File: src/rtl/wb_stage_if.sv
// MEM -> WB handoff bus: one instruction per transfer (mem_valid & mem_ready).
interface wb_stage_if;
  logic        mem_valid;
  logic        mem_ready;
  logic        mem_wen;
  logic [4:0]  mem_waddr;
  logic [31:0] mem_result;
  logic        mem_is_load;
  logic [2:0]  mem_ld_type;
  logic [1:0]  mem_addr_lo;

  modport master (
    output mem_valid, mem_wen, mem_waddr, mem_result, mem_is_load, mem_ld_type, mem_addr_lo,
    input  mem_ready
  );

  modport slave (
    input  mem_valid, mem_wen, mem_waddr, mem_result, mem_is_load, mem_ld_type, mem_addr_lo,
    output mem_ready
  );
endinterface

File: src/rtl/wb_stage.sv
// Write-back stage: single-entry buffer that waits for load data, extends it and drives the
// register-file write port; counts retired instructions.
module wb_stage #(
  parameter int unsigned CNT_W = 32
) (
  input  logic              clk,
  input  logic              rst_n,
  wb_stage_if.slave         mem,
  input  logic              dmem_rvalid,
  input  logic [31:0]       dmem_rdata,
  input  logic              wb_stall,
  input  logic              wb_flush,
  output logic              rf_wen,
  output logic [4:0]        rf_waddr,
  output logic [31:0]       rf_wdata,
  output logic [CNT_W-1:0]  retired_cnt
);

  typedef enum logic [1:0] {StIdle, StWaitData, StReady} state_e;

  state_e            state_q, state_d;
  logic              wen_q, wen_d;
  logic [4:0]        waddr_q, waddr_d;
  logic [31:0]       result_q, result_d;
  logic [2:0]        ld_type_q, ld_type_d;
  logic [1:0]        addr_lo_q, addr_lo_d;
  logic [CNT_W-1:0]  cnt_q, cnt_d;

  logic              retire;
  logic              accept;
  logic [31:0]       ext_data;

  function automatic logic [31:0] extend(logic [2:0] ld_type, logic [1:0] a, logic [31:0] w);
    logic [7:0]  b;
    logic [15:0] h;
    b = w[{a, 3'b000} +: 8];
    h = a[1] ? w[31:16] : w[15:0];
    case (ld_type)
      3'd0:    return {{24{b[7]}}, b};
      3'd1:    return {24'd0, b};
      3'd2:    return {{16{h[15]}}, h};
      3'd3:    return {16'd0, h};
      default: return w;  // LW and reserved encodings
    endcase
  endfunction

  always_comb begin
    retire        = rst_n & ~wb_stall & ~wb_flush &
                    ((state_q == StReady) | ((state_q == StWaitData) & dmem_rvalid));
    mem.mem_ready = rst_n & ~wb_flush & ((state_q == StIdle) | retire);
    accept        = mem.mem_valid & mem.mem_ready;
    ext_data      = extend(ld_type_q, addr_lo_q, dmem_rdata);

    rf_wen   = retire & wen_q & (waddr_q != 5'd0);
    rf_waddr = waddr_q;
    // In READY, result_q already holds either the ALU result or latched, extended load data.
    rf_wdata = (state_q == StWaitData) ? ext_data : result_q;
  end

  always_comb begin
    state_d   = state_q;
    wen_d     = wen_q;
    waddr_d   = waddr_q;
    result_d  = result_q;
    ld_type_d = ld_type_q;
    addr_lo_d = addr_lo_q;
    cnt_d     = cnt_q + CNT_W'(retire);

    if (wb_flush) begin
      state_d = StIdle;
    end else if (accept) begin
      state_d   = mem.mem_is_load ? StWaitData : StReady;
      wen_d     = mem.mem_wen;
      waddr_d   = mem.mem_waddr;
      result_d  = mem.mem_result;
      ld_type_d = mem.mem_ld_type;
      addr_lo_d = mem.mem_addr_lo;
    end else if (retire) begin
      state_d = StIdle;
    end else if ((state_q == StWaitData) && dmem_rvalid) begin
      // Data arrived under stall: keep it so no second rvalid is needed.
      state_d  = StReady;
      result_d = ext_data;
    end
  end

  always_ff @(posedge clk) begin
    if (!rst_n) begin
      state_q   <= StIdle;
      wen_q     <= 1'b0;
      waddr_q   <= 5'd0;
      result_q  <= 32'd0;
      ld_type_q <= 3'd0;
      addr_lo_q <= 2'd0;
      cnt_q     <= '0;
    end else begin
      state_q   <= state_d;
      wen_q     <= wen_d;
      waddr_q   <= waddr_d;
      result_q  <= result_d;
      ld_type_q <= ld_type_d;
      addr_lo_q <= addr_lo_d;
      cnt_q     <= cnt_d;
    end
  end

  assign retired_cnt = cnt_q;

endmodule

File: src/flat_wrapper.sv
// flat-port wrapper written by rule: the top's interface ports become plain ports
module wb_stage_flat 
#(
  parameter int unsigned CNT_W = 32
)
  (clk, rst_n, dmem_rvalid, dmem_rdata, wb_stall, wb_flush, rf_wen, rf_waddr, rf_wdata, retired_cnt, mem_mem_valid, mem_mem_wen, mem_mem_waddr, mem_mem_result, mem_mem_is_load, mem_mem_ld_type, mem_mem_addr_lo, mem_mem_ready);
  wb_stage_if mem_i ();
  input  logic clk;
  input  logic rst_n;
  input  logic dmem_rvalid;
  input  logic [31:0] dmem_rdata;
  input  logic wb_stall;
  input  logic wb_flush;
  output logic rf_wen;
  output logic [4:0] rf_waddr;
  output logic [31:0] rf_wdata;
  output logic [CNT_W-1:0] retired_cnt;
  input wire logic [$bits(mem_i.mem_valid)-1:0] mem_mem_valid;
  input wire logic [$bits(mem_i.mem_wen)-1:0] mem_mem_wen;
  input wire logic [$bits(mem_i.mem_waddr)-1:0] mem_mem_waddr;
  input wire logic [$bits(mem_i.mem_result)-1:0] mem_mem_result;
  input wire logic [$bits(mem_i.mem_is_load)-1:0] mem_mem_is_load;
  input wire logic [$bits(mem_i.mem_ld_type)-1:0] mem_mem_ld_type;
  input wire logic [$bits(mem_i.mem_addr_lo)-1:0] mem_mem_addr_lo;
  output wire logic [$bits(mem_i.mem_ready)-1:0] mem_mem_ready;
  assign mem_i.mem_valid = mem_mem_valid;
  assign mem_i.mem_wen = mem_mem_wen;
  assign mem_i.mem_waddr = mem_mem_waddr;
  assign mem_i.mem_result = mem_mem_result;
  assign mem_i.mem_is_load = mem_mem_is_load;
  assign mem_i.mem_ld_type = mem_mem_ld_type;
  assign mem_i.mem_addr_lo = mem_mem_addr_lo;
  assign mem_mem_ready = mem_i.mem_ready;
  wb_stage #(.CNT_W(CNT_W)) u_core (.clk(clk), .rst_n(rst_n), .mem(mem_i), .dmem_rvalid(dmem_rvalid), .dmem_rdata(dmem_rdata), .wb_stall(wb_stall), .wb_flush(wb_flush), .rf_wen(rf_wen), .rf_waddr(rf_waddr), .rf_wdata(rf_wdata), .retired_cnt(retired_cnt));
endmodule
File: config.mk
export PLATFORM = sky130hd
export DESIGN_NAME = wb_stage_flat
export DESIGN_NICKNAME = d
export VERILOG_FILES = /design/src/rtl/wb_stage_if.sv /design/src/rtl/wb_stage.sv /design/src/flat_wrapper.sv
export SDC_FILE = /design/constraint.sdc
export NUM_CORES = 1
export LEC_CHECK = 0
export CORE_UTILIZATION = 35
export CTS_BUF_LIST = sky130_fd_sc_hd__clkbuf_16
export DETAILED_ROUTE_END_ITERATION = 7
export GPL_ROUTABILITY_DRIVEN = 0
export PLACE_DENSITY = 0.63
export SYNTH_ARGS = -nofsm -noshare
export SYNTH_HDL_FRONTEND = slang
export SYNTH_SLANG_ARGS = --single-unit
File: constraint.sdc
create_clock -name clk -period 4.65 [get_ports clk]
set_clock_uncertainty 0.05 [all_clocks]
set_input_delay 0.93 -clock clk [delete_from_list [all_inputs] [get_ports clk]]
set_output_delay 0.93 -clock clk [all_outputs]
set_load 0.1 [all_outputs]
# After elaboration in Yosys (flattened, before gate mapping)
# Index checks and enable logic that the tools add are counted.
# op_classes
n_mul,0
n_shift,1
mux,10
order_cmp,0
n_eq_ne,6
div,0
add_sub_neg,1
bitwise_logic,14
reduce_logical,9
# op_table
operator,count
$mux W32,4
$pmux W32 S4,1
$add A32 B1 Y32,1
$shiftx A32 B6 Y8,1
$mux W16,1
$and A1 B1 Y1,9
$mux W2,4
$eq A3 B2 Y1 const B,2
$reduce_bool A5 Y1,1
$eq A3 B1 Y1 const B,1
$logic_not A3 Y1,1
$not A1 Y1,3
$reduce_and A3 Y1,1
$reduce_bool A3 Y1,1
$eq A2 B1 Y1 const B,1
$eq A2 B2 Y1 const B,1
$logic_not A2 Y1,1
$ne A2 B2 Y1 const B,1
$or A1 B1 Y1,2
$reduce_and A2 Y1,1
$reduce_bool A2 Y1,1
$reduce_or A2 Y1,1
$logic_and A1 B1 Y1,1
# word_totals
mem_bits_ro,0
register_bits,77
input_bits,82
mem_bits_rw,0
wordCells,48
memories,0
out_inout_bits,71
latch_bits,0

# Longest topological paths before layout
# Gate-level depths: netlist of the first run.
# depth
word_depth,9
mapped_depth,13

# Worst setup path before layout of the first run
# OpenSTA, ideal clock, no wires.
# synth_path
path_type,input to output
from,input port dmem_rdata[23]
to,output port rf_wdata[10]
required_ns,3.670
stages,4
setup_slack_ns,-0.126
n_path_buf,0
arrival_ns,3.796
cell_sequence,mux4_2 nor4b_2 a211oi_1 o21ai_0
# synth_between
elab_chain_len,3
# synth_rtl
element,line,source
from (decl),flat_wrapper.sv:11,input logic [31:0] dmem_rdata;
$shiftx A32 B6 Y8,wb_stage.sv:36,"b = w[{a, 3'b000} +: 8];"
$pmux W32 S4,wb_stage.sv:38,case (ld_type)
$mux W32,wb_stage.sv:57,rf_wdata = (state_q == StWaitData) ? ext_data : result_q;
to (decl),flat_wrapper.sv:16,output logic [31:0] rf_wdata;
# Every way passes these cells.

# Worst setup path after layout of the first run
# layout_path
from,input port dmem_rdata[31]
to,output port rf_wdata[12]
# The elaborated chain is that of the path after synthesis.

==> results of run 1 <==
==> Yosys cell counts (3+ instances only) <==
| master | number |
|---|---|
| a211oi_1 | 7 |
| a21oi_1 | 76 |
| and4_1 | 3 |
| buf_2 | 8 |
| clkbuf_1 | 29 |
| dfxtp_1 | 77 |
| ha_1 | 3 |
| inv_1 | 14 |
| nand2_1 | 135 |
| nand2b_1 | 11 |
| nand3_1 | 17 |
| nand4_1 | 3 |
| nor2_1 | 52 |
| nor2b_1 | 5 |
| nor3_1 | 19 |
| nor4_1 | 5 |
| o211ai_1 | 23 |
| o21ai_0 | 30 |
| o31ai_1 | 16 |
| or3_1 | 5 |
| xnor2_1 | 18 |
| xor2_1 | 8 |
==> cells by family after synthesis <==
family | share of synthesized area (%)
AO/OA/AOI/OAI | 22.8
XOR/XNOR | 5.25
adder cells (fa/ha/maj) | 0.866
buffers and inverters | 5.60
flip-flops | 35.6
multiplexers | 1.27
AND/OR/NAND/NOR | 28.7
==> per-stage QoR <==
step	worst slack, ns	utilization (%)	hold slack [ns]
2_1_floorplan	0.213	-	0.366
3_3_place_gp	0.738	51.2	0.381
3_5_place_dp	0.674	51.2	0.390
4_1_cts	0.690	53.5	0.403
5_1_grt	0.554	53.5	0.424
6_report	0.689	53.5	0.403
==> registers in the layout, summed over array words and instances (netlist names) <==
name / count
u_core.addr_lo_q: 2
u_core.ld_type_q: 3
u_core.result_q: 32
u_core.retired_cnt: 32
u_core.rf_waddr: 5
u_core.state_q: 2
u_core.wen_q: 1
==> final timing paths <==
check | from | end | slack, ns | depth (start not counted)
setup / recovery | dmem_rdata[31] | rf_wdata[12] | 0.69 | 7
hold / removal | u_core.result_q[28] | u_core.result_q[28] | 0.40 | 2
setup reg to reg | u_core.state_q[1] | u_core.retired_cnt[16] | 1.45 | 12
hold reg to reg | u_core.result_q[28] | u_core.result_q[28] | 0.40 | 2
==> worst max-delay path: stages <==
cell and delay [ns]:
clkdlybuf4s50_1 0.51, mux4_2 0.51, nor4b_2 0.18, buf_4 0.19
a211oi_1 0.32, o21ai_1 0.15, buf_12 0.19
==> routing by layer <==
layer  wire, um  share of wire [%]
met5          0                  0
met2       6820                 47
met3       1050                7.2
met4        249                1.7
met1       6390                 44
==> placed cells by master, fill, tap and decap left out, types with 15 or more instances in the layout <==
master and instances:
o21ai_0 23, nor3_1 19, nand2_1 135, dfxtp_1 76
clkdlybuf4s50_1 118, o211ai_1 23, inv_1 15, nand3_1 17
xnor2_1 18, a21oi_1 76, buf_4 21, buf_12 24
nor2_1 52, o31ai_1 16
==> final cells by class <==
type | count | area [um^2]
clock buffers | 9 | 225
clock inverters | 7 | 43.8
fillers | 1152 | 5610
inverters | 15 | 56.3
multi-input cells | 465 | 2550
flip-flops and latches | 77 | 1540
well taps | 168 | 210
repair buffers | 163 | 1820
==> report_power, final <==
group	total, mW	leakage (nW)	switching, mW	internal (mW)
logic	0.411	1.51	0.256	0.155
registers	0.689	0.624	0.0117	0.677
clock network	0.645	0.136	0.287	0.358
==> results.md, run 1 <==
* Status: finished clean
* Period utilisation layout at a little under nine tenths
* Max FO, Critical Path at 7
* Slew at the pin closest to its max-slew limit at 1.02 ns
* RSZ-0062 raised after global routing: no
* Yosys warnings at 0
* Maximum number of pins on one net before global-route repair at between 60 and 70
* Num CTS Buffers at 9
* Die area at 12800 um^2
* Met2 Track Usage GR at 38.7%
* Buffers from clock root to sink, at most at 2
* GRT Util Overall at 22.7%
* Layout area overhead at 48.7%
* Type of the most critical hold path: register to register
* Slew Limit Fails at 0
* Vias in the first global route at 4544
* Synth area leader: dfxtp_1
* F_max at 252 MHz
* Non-Filler Instances at ~900
* First-pass GRT wire length at 23.1 mm
* Endpoint type of the worst setup path: primary output
* Area contributors post-synth: dfxtp_1, nand2_1, a21oi_1, nor2_1, o211ai_1
* CTS Hold Bufs at 0
* Synth Instances at 599
* Pwr dens at approximately 270 nW/um^2
* Unique masters post-synth at 47
* Syn_area_per_cell at 7.24 um^2
* Final setup fails at 0
* CORE AREA at 12100 um^2
* Clock Pin Slew Worst Setup and Hold Paths at about 0.060 ns
* H-Tree Level Count at 3
* Initial antenna violation count at 0
* Clk sinks at 77
* WL final at between 10 and 15 mm
* Buffers on Ports at 152
* Max-slew headroom at 31.5%
* VDD IR max at 131 uV
* Yosys reg bits at 77
* TritonCTS clock tree: built
* Resize count post-CTS at 0
* Total gr overflow at 0
* Detailed Place HPWL at 10.3 mm
* Syn Nets at 684
* Vias at 4711
* Post-route ant nets at 0
* Initial drt markers at approximately 350
* Placed Cells at approximately 890
* Top cell type's share of synthesized area at between 30% and 40%
* Async set or reset register ratio after synthesis at 0%
* DR vias/cell at 5.21
* ANT cells at 0
* Die H at 113 um
* Number of synthesized flops with an enable pin at 0
* Crit path kind: input port to primary output
* Initial Util at 35.9%
* Later-pin clock latency in the skew report at 0.34 ns
* Share of cells above drive strength 1 at 10.6%
* Row count at 40
* Worst EP arrival at slightly below 3 ns
* Max cap viols at 0
* GRT met3 Usage at 5.78%
* Nets at 816
* Die width at 113 um
* Setup bufs post-CTS at 0
* Met1 Use GR at between 20% and 30%
* Post-Place Cell Area at 6180 um^2
* GR peak layer: met2
* DR pass1 iterations at 5
* Worst setup SP type: input port
* Setup TNS at 0 ns
* Pleak at 2.27 nW
* Final Total Pwr at 1.74 mW
* Req. time, crit path at 3.67 ns
* Drt wl/cell at ~16 um
* Dominant synthesized flop cell: dfxtp_1
* DRC viols at 0
* Root Buffer Master: clkbuf_16
* Fin area at 6450 um^2
* # IOs at 153
* Post-Syn Area at 4340 um^2
* Sequential area share after synthesis at 35.6%
* Tmin final at 3.96 ns
* Final hold violation count at 0
(Power assumes the default switching activity.)
==> run 2, diff against run 1 <==
--- a/constraint.sdc
+++ b/constraint.sdc
@@ -4,2 +4,2 @@
 set_output_delay 0.93 -clock clk [all_outputs]
-set_load 0.1 [all_outputs]
+set_load 0.005 [all_outputs]
==> results.md, run 2 (synthesized netlist as in run 1, its figures left out) <==
* Row count at 40 (unchanged)
* Req. time, crit path at 3.67 ns (about the same)
* Num CTS Buffers at 9 (unchanged)
* Drt wl/cell at 15.6 um (-2.5%)
* Top Metal Used: met4
* Worst setup SP type: input port
* Die H at 113 um (unchanged)
* Vias in the first global route at 4516 (-0.62%)
* Slew at the pin closest to its max-slew limit at 1.14 ns (+0.115 ns)
* Die width at 113 um (unchanged)
* Detailed Place HPWL at 10.1 mm (-2.1%)
* DR vias/cell at 5.23 (+0.40%)
* Resize count post-CTS at 0 (unchanged)
* ANT cells at 0 (unchanged)
* Cell-internal power at 1.33 mW (+12%)
* Post-route ant nets at 0 (unchanged)
* Met2 wire length at 6.71 mm (-1.6%)
* Clk sinks at 77 (unchanged)
* Max cap viols at 0 (unchanged)
* Die area at 12800 um^2 (unchanged)
* Later-pin clock latency in the skew report at 0.33 ns (about the same)
* Final setup fails at 0 (unchanged)
* Worst hold path stage count at 2 (unchanged)
* Setup bufs post-CTS at 0 (unchanged)
* Reg2Reg Depth at 12 (unchanged)
* Worst EP arrival at 3.29 ns (+0.31 ns)
* Setup TNS at 0 ns (unchanged)
* Initial Util at 35.9% (unchanged)
* Nets at 814 (-0.25%)
* Initial antenna violation count at 0 (unchanged)
* Total gr overflow at 0 (unchanged)
* First-pass GRT wire length at 22.2 mm (-4.1%)
* RSZ-0062 raised after global routing: no
* CORE AREA at 12100 um^2 (unchanged)
* Pwr dens at 276 nW/um^2 (+1.9%)
* Vias at 4714 (+0.064%)
* Net Sw Frac at 23.2% (-8.6 points)
* TritonCTS clock tree: built
* Type of the most critical hold path: register to register
* Tmin final at 4.27 ns (+0.309 ns)
* Commonest non-fill, non-tap cell in the layout: clkdlybuf4s50_1
* Initial drt markers at 355 (+1.7%)
* Buffers on Ports at 152 (unchanged)
* Logic pwr share at 14.8% (-8.8 points)
* Pleak at 2.15 nW (-5.2%)
* DR pass1 iterations at 5 (unchanged)
* VDD IR max at 208 uV (+59%)
* Met3 wire length at 1.04 mm (-0.29%)
* Sw power at 0.401 mW (-28%)
* Critical Path Start: dmem_rdata[31]
* Endpoint type of the worst setup path: primary output
* Crit path kind: input port to primary output
* Min-delay src: u_core.result_q[15]
* F_max at 234 MHz (-7.2%)
* Final Total Pwr at 1.73 mW (-0.85%)
* Share of cells above drive strength 1 at 5.46% (-5.1 points)
* Max-slew headroom at 23.7% (-7.8 points)
* Max FO, Critical Path at 7 (unchanged)
* Most frequent cells in the layout: clkdlybuf4s50_1, nand2_1, a21oi_1, dfxtp_1, nor2_1
* Maximum number of pins on one net before global-route repair at 62 (+1.6%)
* WL final at 14.1 mm (-2.9%)
* H-Tree Level Count at 3 (unchanged)
* Layout area overhead at 44.8%
* # IOs at 153 (unchanged)
* Root Buffer Master: clkbuf_16
* FF-to-FF Start: u_core.state_q[1]
* Clock Pin Slew Worst Setup and Hold Paths at 0.06 ns (about the same)
* Final hold violation count at 0 (unchanged)
* Sequential share of power at 39.8% (+0.3 points)
* Clock Power Share at 45.4% (+8.4 points)
* CTS Hold Bufs at 0 (unchanged)
* GRT Util Overall at 22.0% (-0.77 points)
* Buffers from clock root to sink, at most at 2 (unchanged)
* Period utilisation layout at 91.8% (+6.6 points)
* M1 WL at 6.05 mm (-5.3%)
* Status: finished clean
* DRC viols at 0 (unchanged)
* Slew Limit Fails at 0 (unchanged)
[run 2: cell count changes in the layout (fill, tap and decap cells not counted), sizes merged]
cell	before	now
buf	45	9
clkdlybuf4s50	118	152
bufinv	0	3
clkinv	6	4
clkinvlp	1	0
inv	15	14
[run 2: per-stage QoR]
stage	setup WS, ns	hold WS, ns	area [um^2]	instances	utilization [%]
2_1_floorplan	1.23	0.366	4340	599	-
3_3_place_gp	0.367	0.377	5950	886	49.3
3_5_place_dp	0.333	0.389	5950	886	49.3
4_1_cts	0.325	0.404	6280	901	52.0
5_1_grt	0.156	0.421	6280	901	52.0
6_report	0.380	0.402	6280	901	52.0
[run 2: final timing paths]
| path | to | slack (ns) |
|---|---|---|
| worst max-delay path | rf_wdata[8] | 0.38 |
| worst min-delay path | u_core.result_q[15] | 0.40 |
| worst max register to register | u_core.retired_cnt[16] | 1.33 |
| worst min register to register | u_core.result_q[15] | 0.40 |
[run 2: power by group through the flow]
| stage | Clock [mW] | Sequential, mW | Combinational (mW) |
|---|---|---|---|
| 2_1_floorplan | 0 | 0.699 | 0.113 |
| 3_3_place_gp | 0 | 0.701 | 0.252 |
| 3_5_place_dp | 0 | 0.702 | 0.255 |
| 4_1_cts | 0.803 | 0.688 | 0.257 |
| 5_1_grt | 0.831 | 0.690 | 0.279 |
| 6_report | 0.786 | 0.688 | 0.256 |
[run 2: final cells by class]
class,count,area (um^2)
clock buffer,9,225
inverter,15,56.3
tap,168,210
sequential,77,1540
multi-input combinational,465,2550
timing repair buffer,161,1590
fill,1173,5780
clock inverter,6,103
[run 2: worst max-delay path: stages]
cell	delay, ns
clkdlybuf4s50_1	0.58
mux4_2	0.27
nor4b_2	0.61
a211oi_1	0.15
o21ai_0	0.22
clkdlybuf4s50_1	0.53
[run 2: routing by layer]
layer	vias up	track usage, %
met1	2191	25.7
met2	172	38.0
met4	0	8.60
met5	-	0
met3	21	5.95
li1	2330	-
